===== src/rtl/score_ram_arbiter.sv =====
`default_nettype none
//------------------------------------------------------------------------------
// Module      : score_ram_arbiter
// Description : Round-robin arbiter between a score-update read-modify-write
//               and a full leaderboard scan of an 8 x 6 score RAM.
//               SCORE_CLEAR_EN : when defined, zero the RAM after reset.
// Revision    : 1.0 - initial release
//------------------------------------------------------------------------------
module score_ram_arbiter (
   input  logic       clock,
   input  logic       rst,
   input  logic       upd_req,
   input  logic [2:0] upd_id,
   input  logic [5:0] upd_score,
   output logic       upd_ack,
   input  logic       scan_req,
   output logic       scan_done,
   output logic [2:0] max_id,
   output logic [5:0] max_score,
   output logic [2:0] ram_addr,
   output logic [5:0] ram_data,
   output logic       ram_wren,
   input  logic [5:0] ram_q,
   output logic       busy
);

   typedef enum logic [2:0] {
`ifdef SCORE_CLEAR_EN
      CLEAR    = 3'd0,
`endif
      IDLE     = 3'd1,
      UPD_RD   = 3'd2,
      UPD_WR   = 3'd3,
      SCAN_RD  = 3'd4,
      SCAN_END = 3'd5
   } state_t;

`ifdef SCORE_CLEAR_EN
   localparam state_t RESET_STATE = CLEAR;
`else
   localparam state_t RESET_STATE = IDLE;
`endif

   state_t     state_q, state_d;
   logic       last_scan_q, last_scan_d;
   logic [2:0] addr_q, addr_d;
   logic [2:0] id_q, id_d;
   logic [5:0] score_q, score_d;
   logic [2:0] best_id_q, best_id_d;
   logic [5:0] best_score_q, best_score_d;
   logic [2:0] max_id_q, max_id_d;
   logic [5:0] max_score_q, max_score_d;

   logic       grant_upd, grant_scan;
   logic [2:0] addr_out;
   logic [5:0] data_out;
   logic       wren_out, ack_out, done_out;
   logic [2:0] fin_id;
   logic [5:0] fin_score;

   // Ties go to whichever requester was not served last.
   assign grant_upd  = upd_req && (!scan_req || last_scan_q);
   assign grant_scan = scan_req && !grant_upd;

   always_comb begin
      state_d      = state_q;
      last_scan_d  = last_scan_q;
      addr_d       = addr_q;
      id_d         = id_q;
      score_d      = score_q;
      best_id_d    = best_id_q;
      best_score_d = best_score_q;
      max_id_d     = max_id_q;
      max_score_d  = max_score_q;
      addr_out     = 3'd0;
      data_out     = 6'd0;
      wren_out     = 1'b0;
      ack_out      = 1'b0;
      done_out     = 1'b0;
      fin_id       = best_id_q;
      fin_score    = best_score_q;

      case (state_q)
`ifdef SCORE_CLEAR_EN
         CLEAR: begin
            addr_out = addr_q;
            wren_out = 1'b1;
            addr_d   = addr_q + 3'd1;
            if (addr_q == 3'd7) state_d = IDLE;
         end
`endif
         IDLE: begin
            if (grant_upd) begin
               id_d        = upd_id;
               score_d     = upd_score;
               last_scan_d = 1'b0;
               state_d     = UPD_RD;
            end else if (grant_scan) begin
               addr_d       = 3'd0;
               best_id_d    = 3'd0;
               best_score_d = 6'd0;
               last_scan_d  = 1'b1;
               state_d      = SCAN_RD;
            end
         end
         UPD_RD: begin
            addr_out = id_q;
            state_d  = UPD_WR;
         end
         UPD_WR: begin
            addr_out = id_q;
            data_out = (ram_q > score_q) ? ram_q : score_q;
            wren_out = 1'b1;
            ack_out  = 1'b1;
            state_d  = IDLE;
         end
         SCAN_RD: begin
            addr_out = addr_q;
            // ram_q carries the entry addressed in the previous cycle.
            if (addr_q != 3'd0 && ram_q > best_score_q) begin
               best_id_d    = addr_q - 3'd1;
               best_score_d = ram_q;
            end
            addr_d = addr_q + 3'd1;
            if (addr_q == 3'd7) state_d = SCAN_END;
         end
         SCAN_END: begin
            if (ram_q > best_score_q) begin
               fin_id    = 3'd7;
               fin_score = ram_q;
            end
            max_id_d    = fin_id;
            max_score_d = fin_score;
            done_out    = 1'b1;
            state_d     = IDLE;
         end
         default: state_d = IDLE;
      endcase
   end

   always_ff @(posedge clock) begin
      if (!rst) begin
         state_q      <= RESET_STATE;
         last_scan_q  <= 1'b1;
         addr_q       <= 3'd0;
         id_q         <= 3'd0;
         score_q      <= 6'd0;
         best_id_q    <= 3'd0;
         best_score_q <= 6'd0;
         max_id_q     <= 3'd0;
         max_score_q  <= 6'd0;
      end else begin
         state_q      <= state_d;
         last_scan_q  <= last_scan_d;
         addr_q       <= addr_d;
         id_q         <= id_d;
         score_q      <= score_d;
         best_id_q    <= best_id_d;
         best_score_q <= best_score_d;
         max_id_q     <= max_id_d;
         max_score_q  <= max_score_d;
      end
   end

   // Outputs are forced quiet for as long as reset is held, dropping any write.
   assign ram_addr  = rst ? addr_out : 3'd0;
   assign ram_data  = rst ? data_out : 6'd0;
   assign ram_wren  = rst ? wren_out : 1'b0;
   assign upd_ack   = rst ? ack_out  : 1'b0;
   assign scan_done = rst ? done_out : 1'b0;
   assign max_id    = !rst ? 3'd0 : (state_q == SCAN_END) ? fin_id    : max_id_q;
   assign max_score = !rst ? 6'd0 : (state_q == SCAN_END) ? fin_score : max_score_q;
   assign busy      = rst && (state_q != IDLE);

endmodule
`default_nettype wire


===== config.mk =====
export PLATFORM = sky130hd
export DESIGN_NAME = score_ram_arbiter
export DESIGN_NICKNAME = d
export VERILOG_FILES = /design/src/rtl/score_ram_arbiter.sv
export SDC_FILE = /design/constraint.sdc
export NUM_CORES = 1
export LEC_CHECK = 0
export ABC_AREA = 0
export CAP_MARGIN = 15
export CORE_MARGIN = 5
export CORE_UTILIZATION = 55
export DETAILED_ROUTE_END_ITERATION = 8
export PLACE_DENSITY = 0.85
export SLEW_MARGIN = 20
export SYNTH_ARGS = -nofsm -noshare
export SYNTH_HDL_FRONTEND = slang
export SYNTH_SLANG_ARGS = --single-unit

===== constraint.sdc =====
create_clock -name clock -period 5 [get_ports clock]
set_input_delay 1.25 -clock clock [delete_from_list [all_inputs] [get_ports clock]]
set_output_delay 1.25 -clock clock [all_outputs]
set_load 0.01 [all_outputs]

==> results.sh, run 1 <==
export IMPL_numCtsBuffers=5
export IMPL_slowest_stage="clkdlybuf4s50_1"
export IMPL_maxCapViolCount=0
export IMPL_grt_start_max_net_pins=26
export IMPL_num_rows=22
export IMPL_wl_per_cell_um=14.5
export IMPL_slew_headroom_pct=59.1
export IMPL_hold_violations=0
export IMPL_die_h_um=70.8
export IMPL_dpl_cell_area_mm2=0.00249
export IMPL_min_period_ns=4.91
export IMPL_cp_top_family="buffers and inverters"
export IMPL_die_x_um=70.8
export IMPL_clock_latency_ns=0.28
export IMPL_antenna_found_initial=0
export IMPL_tightest_slew_ns=0.611
export IMPL_cts_max_path_buffers=2
export IMPL_yosys_area_top_type="dfxtp_1"
export IMPL_crit_chain="clkdlybuf4s50_1 > ha_1 > and4_1 > and3_1 > a31oi_1 > buf_4 > nand3_1 > o31ai_1 > clkdlybuf4s50_1"
export IMPL_power_density_mw_per_mm2=259
export IMPL_drc=0
export IMPL_first_pass_iters=5
export IMPL_synth_seq_cells=34
export IMPL_port_buffers=40
export IMPL_max_freq_mhz=204
export IMPL_p_int_mw=0.483
export IMPL_crit_path_start_kind="primary input"
export IMPL_synth_area_top_cells="dfxtp_1 33%, ha_1 9.9%, mux2i_1 9.4%"
export IMPL_grt_pass1_wl_um=7550
export IMPL_ir_drop_uv=213
export IMPL_start_util_pct=55.9
export IMPL_dp_hpwl_um=3460
export IMPL_h_tree_depth=2
export IMPL_pwr_share_seq_pct=45.2
export IMPL_final_area_mm2=0.00258
export IMPL_avgSynthCellArea_um2=8.91
export IMPL_clkPwrFrac_pct=29.6
export IMPL_rsz0062_at_grt="no"
export IMPL_slew_viol_final=0
export IMPL_p_leak_nw=1.02
export IMPL_critical_path_peak_fanout=7
export IMPL_core_region_area_mm2=0.00363
export IMPL_swShare_pct=27.7
export IMPL_cts_sinks=34
export IMPL_cts_root_buf="clkbuf_8"
export IMPL_end_kind="primary output"
export IMPL_syn_nets=263
export IMPL_crit_required_ns=3.75
export IMPL_status="finished clean"
export IMPL_finalClockSkew_ns=0.00784
export IMPL_tns_ns=0
export IMPL_power_switching_mw=0.185
export IMPL_ys_seq_area_share_pct=33.5
export IMPL_die_area_mm2=0.00501
export IMPL_post_cts_repair_setup_buffers=0
export IMPL_cts_tree="built"
export IMPL_crit_path_frequent_cell="clkdlybuf4s50_1"
export IMPL_syn_cell_area_mm2=0.00203
export IMPL_area_growth_pct=27.0
export IMPL_synth_cells=228
export IMPL_drive_gt1_share_pct=11.5
export IMPL_detail_route_antenna_nets=0
export IMPL_io_pins=41
export IMPL_fin_crit_sh_pct=98.2
export IMPL_ys_warn_count=0
export IMPL_avgViaCountPerCell=5.62
export IMPL_worst_hold_path_type="flip-flop to flip-flop"
export IMPL_clk_pin_slew_ns=0.06
export IMPL_path_class="primary input to primary output"
export IMPL_nNetsFinal=306
export IMPL_grt_pass1_vias=1697
export IMPL_grt_use_total_pct=18.8
export IMPL_yosysUniqueCellTypes=39
export IMPL_cp_slowest_stage_delay_ns=0.58
export IMPL_grt_overflow=0
export IMPL_drtIter0Drc=215
export IMPL_setup_viol=0
export IMPL_crit_buf_inv=3
export IMPL_synth_top_area_share_pct=33.5
export IMPL_crit_arrival_ns=3.66
export IMPL_finalWirelength_um=4620
export IMPL_gp_congestion=0.911
export IMPL_p_comb_share_pct=25.3
export IMPL_antennaDiodeCount=0
export IMPL_vias=1787
## power by group through the flow
stage | Sequential, mW | Clock [mW] | Combinational, mW
final | 0.301 | 0.197 | 0.169
after global routing | 0.304 | 0.218 | 0.184
after CTS | 0.301 | 0.204 | 0.168
after floorplan | 0.302 | 0 | 0.109
after detailed placement | 0.307 | 0 | 0.167
after global placement | 0.307 | 0 | 0.164
## metal layers
metal	up-vias	part of all wire (%)	wire, µm	track usage, %
met4	0	2.4	110	7.52
met1	838	45	2070	22.4
met5	-	0	0	0
met3	9	5.2	241	5.40
li1	892	-	-	-
met2	48	48	2200	31.6
## path summary, 6_finish.rpt
path | start | endpoint | slack [ns] | cells after the start
max reg2reg | state_q[0]$_SDFFE_PN1P_ | max_id_q[1]$_DFF_P_ | 3.00 | 5
max | ram_q[4] | ram_data[5] | 0.09 | 9
min reg2reg | best_id_q[0]$_SDFFE_PN0P_ | best_id_q[0]$_SDFFE_PN0P_ | 0.46 | 2
min | best_id_q[0]$_SDFFE_PN0P_ | best_id_q[0]$_SDFFE_PN0P_ | 0.46 | 2
## synth_stat cells
cell type	instances
dfxtp_1	34
nand2_1	23
nand3_1	21
mux2i_1	19
nor2b_1	17
ha_1	16
inv_1	16
nor2_1	7
o221a_2	7
clkbuf_1	6
o221a_1	6
a21oi_1	5
buf_2	5
o31ai_1	5
a22oi_1	4
a21boi_0	3
a31oi_1	3
and3_1	3
nor3b_1	3
o21ai_0	3
and2_1	2
buf_4	2
nand2b_1	2
a21o_1	1
and2b_1	1
and4_1	1
buf_6	1
nand3_2	1
nand3b_1	1
nand4_2	1
nor2b_4	1
nor3_1	1
o211a_1	1
o21ai_2	1
o221a_4	1
or2_2	1
or3_1	1
or3b_2	1
xor2_1	1
## logic make-up (layout without fill, tap and decap cells)
family,count (synthesis),count (layout),synth area share (%)
adders and majority gates,16,16,9.85
xor gates and xnor gates,1,1,0.431
DFF,34,34,33.5
and+or+nand+nor,88,88,23.5
buffers and inverters,30,72,6.59
AOI/OAI and AO/OA,40,40,16.8
muxes,19,19,9.36
## repair_timing
action	4_1_cts	5_1_grt
endpoints found under the setup margin	0	6
endpoints found under the hold margin	0	0
resized for setup	0	1
hold buffers	0	0
## state kept, by name (all words and copies together), names as in the netlist
signal        flops
addr_q            3
id_q              3
last_scan_q       1
best_id_q         3
max_id_q          3
state_q           3
best_score_q      6
max_score_q       6
score_q           6
## through the flow
step	setup WS (ns)	hold WS (ns)	total power, mW	std cells	util, %
2_1_floorplan	1.09	0.435	0.411	228	-
4_1_cts	0.0252	0.461	0.673	318	70.9
5_1_grt	0.000298	0.488	0.705	318	71.0
3_5_place_dp	0.0221	0.452	0.474	312	68.6
6_report	0.0923	0.460	0.668	318	71.0
3_3_place_gp	0.0637	0.449	0.471	312	68.6
## tightest hold or removal path, stage by stage (launching register included)
cell     delay (ns)
dfxtp_1        0.31
nand2_1        0.05
mux2i_1        0.05
## cells in the final DEF (no fill, tap or decap), drive strengths merged, types with 5 or more instances in the layout
| cell | count |
|---|---|
| clkbuf | 6 |
| nor2 | 7 |
| nor2b | 18 |
| mux2i | 19 |
| o221a | 14 |
| inv | 16 |
| dfxtp | 34 |
| nand3 | 22 |
| clkdlybuf4s50 | 40 |
| ha | 16 |
| buf | 10 |
| o31ai | 5 |
| nand2 | 23 |
| a21oi | 5 |
## cell type report
| class | instances | area, µm² |
|---|---|---|
| clock buffer | 6 | 82.6 |
| tap | 48 | 60.1 |
| inverter | 16 | 60.1 |
| multi-input combinational | 164 | 1220 |
| timing repair buffer | 50 | 475 |
| fill | 293 | 1050 |
| sequential | 34 | 681 |
(Power assumes the default switching activity.)
==> run 2, diff against run 1 <==
--- a/config.mk
+++ b/config.mk
@@ -11,7 +11,7 @@
 export CORE_UTILIZATION = 55
 export DETAILED_ROUTE_END_ITERATION = 8
 export PLACE_DENSITY = 0.85
-export SLEW_MARGIN = 20
+export RECOVER_POWER = 100
 export SYNTH_ARGS = -nofsm -noshare
 export SYNTH_HDL_FRONTEND = slang
 export SYNTH_SLANG_ARGS = --single-unit
==> results.sh, run 2 (synthesis gave the netlist of run 1 again) <==
export IMPL_status="finished clean"
export IMPL_swShare_pct=27.7
export IMPL_h_tree_depth=2
export IMPL_finalClockSkew_ns=0.00816
export IMPL_drtIter0Drc=161
export IMPL_clock_latency_ns=0.29
export IMPL_num_rows=22
export IMPL_hold_buffers=0
export IMPL_cts_root_buf="clkbuf_8"
export IMPL_maxCapViolCount=0
export IMPL_critical_path_peak_fanout=7
export IMPL_antennaDiodeCount=0
export IMPL_cts_resized=0
export IMPL_gp_congestion=0.911
export IMPL_drive_gt1_share_pct=10.4
export IMPL_cts_sinks=34
export IMPL_cts_max_path_buffers=2
export IMPL_crit_arrival_ns=3.65
export IMPL_die_h_um=70.8
export IMPL_power_density_mw_per_mm2=259
export IMPL_fin_crit_sh_pct=98.0
export IMPL_wl_per_cell_um=14.5
export IMPL_numCtsBuffers=5
export IMPL_grt_pass1_vias=1697
export IMPL_vias=1777
export IMPL_end_kind="primary output"
export IMPL_core_region_area_mm2=0.00363
export IMPL_cts_tree="built"
export IMPL_die_x_um=70.8
export IMPL_cp_endpoint="ram_data[5]"
export IMPL_p_comb_share_pct=24.9
export IMPL_dp_hpwl_um=3460
export IMPL_final_common_cell="dfxtp_1"
export IMPL_clk_pin_slew_ns=0.06
export IMPL_min_from="best_id_q[1]$_SDFFE_PN0P_"
export IMPL_grt_use_total_pct=18.8
export IMPL_r2r_cells=7
export IMPL_grt_pass1_wl_um=7550
export IMPL_area_growth_pct=26.4
export IMPL_clkPwrFrac_pct=29.8
export IMPL_port_buffers=40
export IMPL_setup_viol=0
export IMPL_pwr_share_seq_pct=45.3
export IMPL_p_leak_nw=1.03
export IMPL_first_pass_iters=4
export IMPL_reg_largest_list="best_score_q: 6 flops, max_score_q: 6 flops, score_q: 6 flops"
export IMPL_start_util_pct=55.9
export IMPL_nFillCells=296
export IMPL_worst_hold_path_type="flip-flop to flip-flop"
export IMPL_max_freq_mhz=204
export IMPL_fin_ws_ns=0.0994
export IMPL_crit_path_start_kind="primary input"
export IMPL_path_class="primary input to primary output"
export IMPL_final_cell_mix="34 x dfxtp_1, 31 x clkdlybuf4s50_1, 23 x nand2_1"
export IMPL_hold_violations=0
export IMPL_place_ws_ns=0.0221
export IMPL_die_area_mm2=0.00501
export IMPL_detail_route_antenna_nets=0
export IMPL_r2r_slack_ns=2.72
export IMPL_slew_headroom_pct=36.7
export IMPL_grt_overflow=0
export IMPL_crit_required_ns=3.75
export IMPL_p_int_mw=0.481
export IMPL_post_cts_repair_setup_buffers=0
export IMPL_antenna_found_initial=0
export IMPL_avgViaCountPerCell=5.59
export IMPL_finalWirelength_um=4620
export IMPL_tns_ns=0
export IMPL_crit_start="ram_q[4]"
export IMPL_crit_reg2reg_launch="best_score_q[5]$_SDFFE_PN0P_"
export IMPL_utilization_pct=70.7
export IMPL_r2r_end="best_id_q[1]$_SDFFE_PN0P_"
export IMPL_drc=0
export IMPL_rsz0062_at_grt="no"
export IMPL_io_pins=41
export IMPL_ir_drop_uv=213
export IMPL_slew_viol_final=0
export IMPL_min_period_ns=4.90
export IMPL_tightest_slew_ns=0.939
export IMPL_power_switching_mw=0.184
export IMPL_grt_start_max_net_pins=26
export IMPL_nNetsFinal=306
-- run 2: how the worst min path moves through the flow --
stage	depth (start not counted)	endpoint
2_1_floorplan	2	best_id_q[0]$_SDFFE_PN0P_
3_3_place_gp	2	best_id_q[1]$_SDFFE_PN0P_
3_5_place_dp	2	best_id_q[0]$_SDFFE_PN0P_
4_1_cts	2	best_id_q[0]$_SDFFE_PN0P_
5_1_grt	2	best_id_q[0]$_SDFFE_PN0P_
6_report	2	best_id_q[1]$_SDFFE_PN0P_
-- run 2: metal layers --
metal / global-route usage, % / up-vias / part of all wire [%]
met3: 5.40 / 8 / 4.8
met2: 31.6 / 42 / 48
met1: 22.4 / 836 / 45
met4: 7.52 / 0 / 1.9
met5: 0 / - / 0
li1: - / 891 / -
-- run 2: layout make-up --
class	instances	area [µm²]	area share, %
multi-input combinational	164	1210	47.2
sequential	34	681	26.5
timing repair buffer	50	472	18.4
clock buffer	6	82.6	3.21
inverter	16	60.1	2.34
tap	48	60.1	2.34
-- run 2: stage by stage --
stage / power (mW) / instance area [µm²] / cells / hold WS (ns)
after floorplan: 0.411 / 2030 / 228 / 0.435
after global placement: 0.471 / 2490 / 312 / 0.449
after detailed placement: 0.474 / 2490 / 312 / 0.452
final: 0.665 / 2570 / 318 / 0.461
after global routing: 0.702 / 2570 / 318 / 0.488
after CTS: 0.673 / 2580 / 318 / 0.461
-- run 2: power by group through the flow --
stage               Clock, mW  Combinational (mW)  Sequential, mW
finish                  0.198               0.166           0.301
global placement            0               0.164           0.307
floorplan                   0               0.109           0.302
global route            0.218               0.181           0.304
detailed placement          0               0.167           0.307
CTS                     0.204               0.168           0.301
-- run 2: worst max-delay path, cell delays in order --
cell and delay, ns:
clkdlybuf4s50_1 0.51, ha_1 0.36, and4_1 0.21, and3_1 0.19
a31oi_1 0.19, buf_4 0.19, nand3_1 0.09, o31ai_1 0.08
clkdlybuf4s50_1 0.58
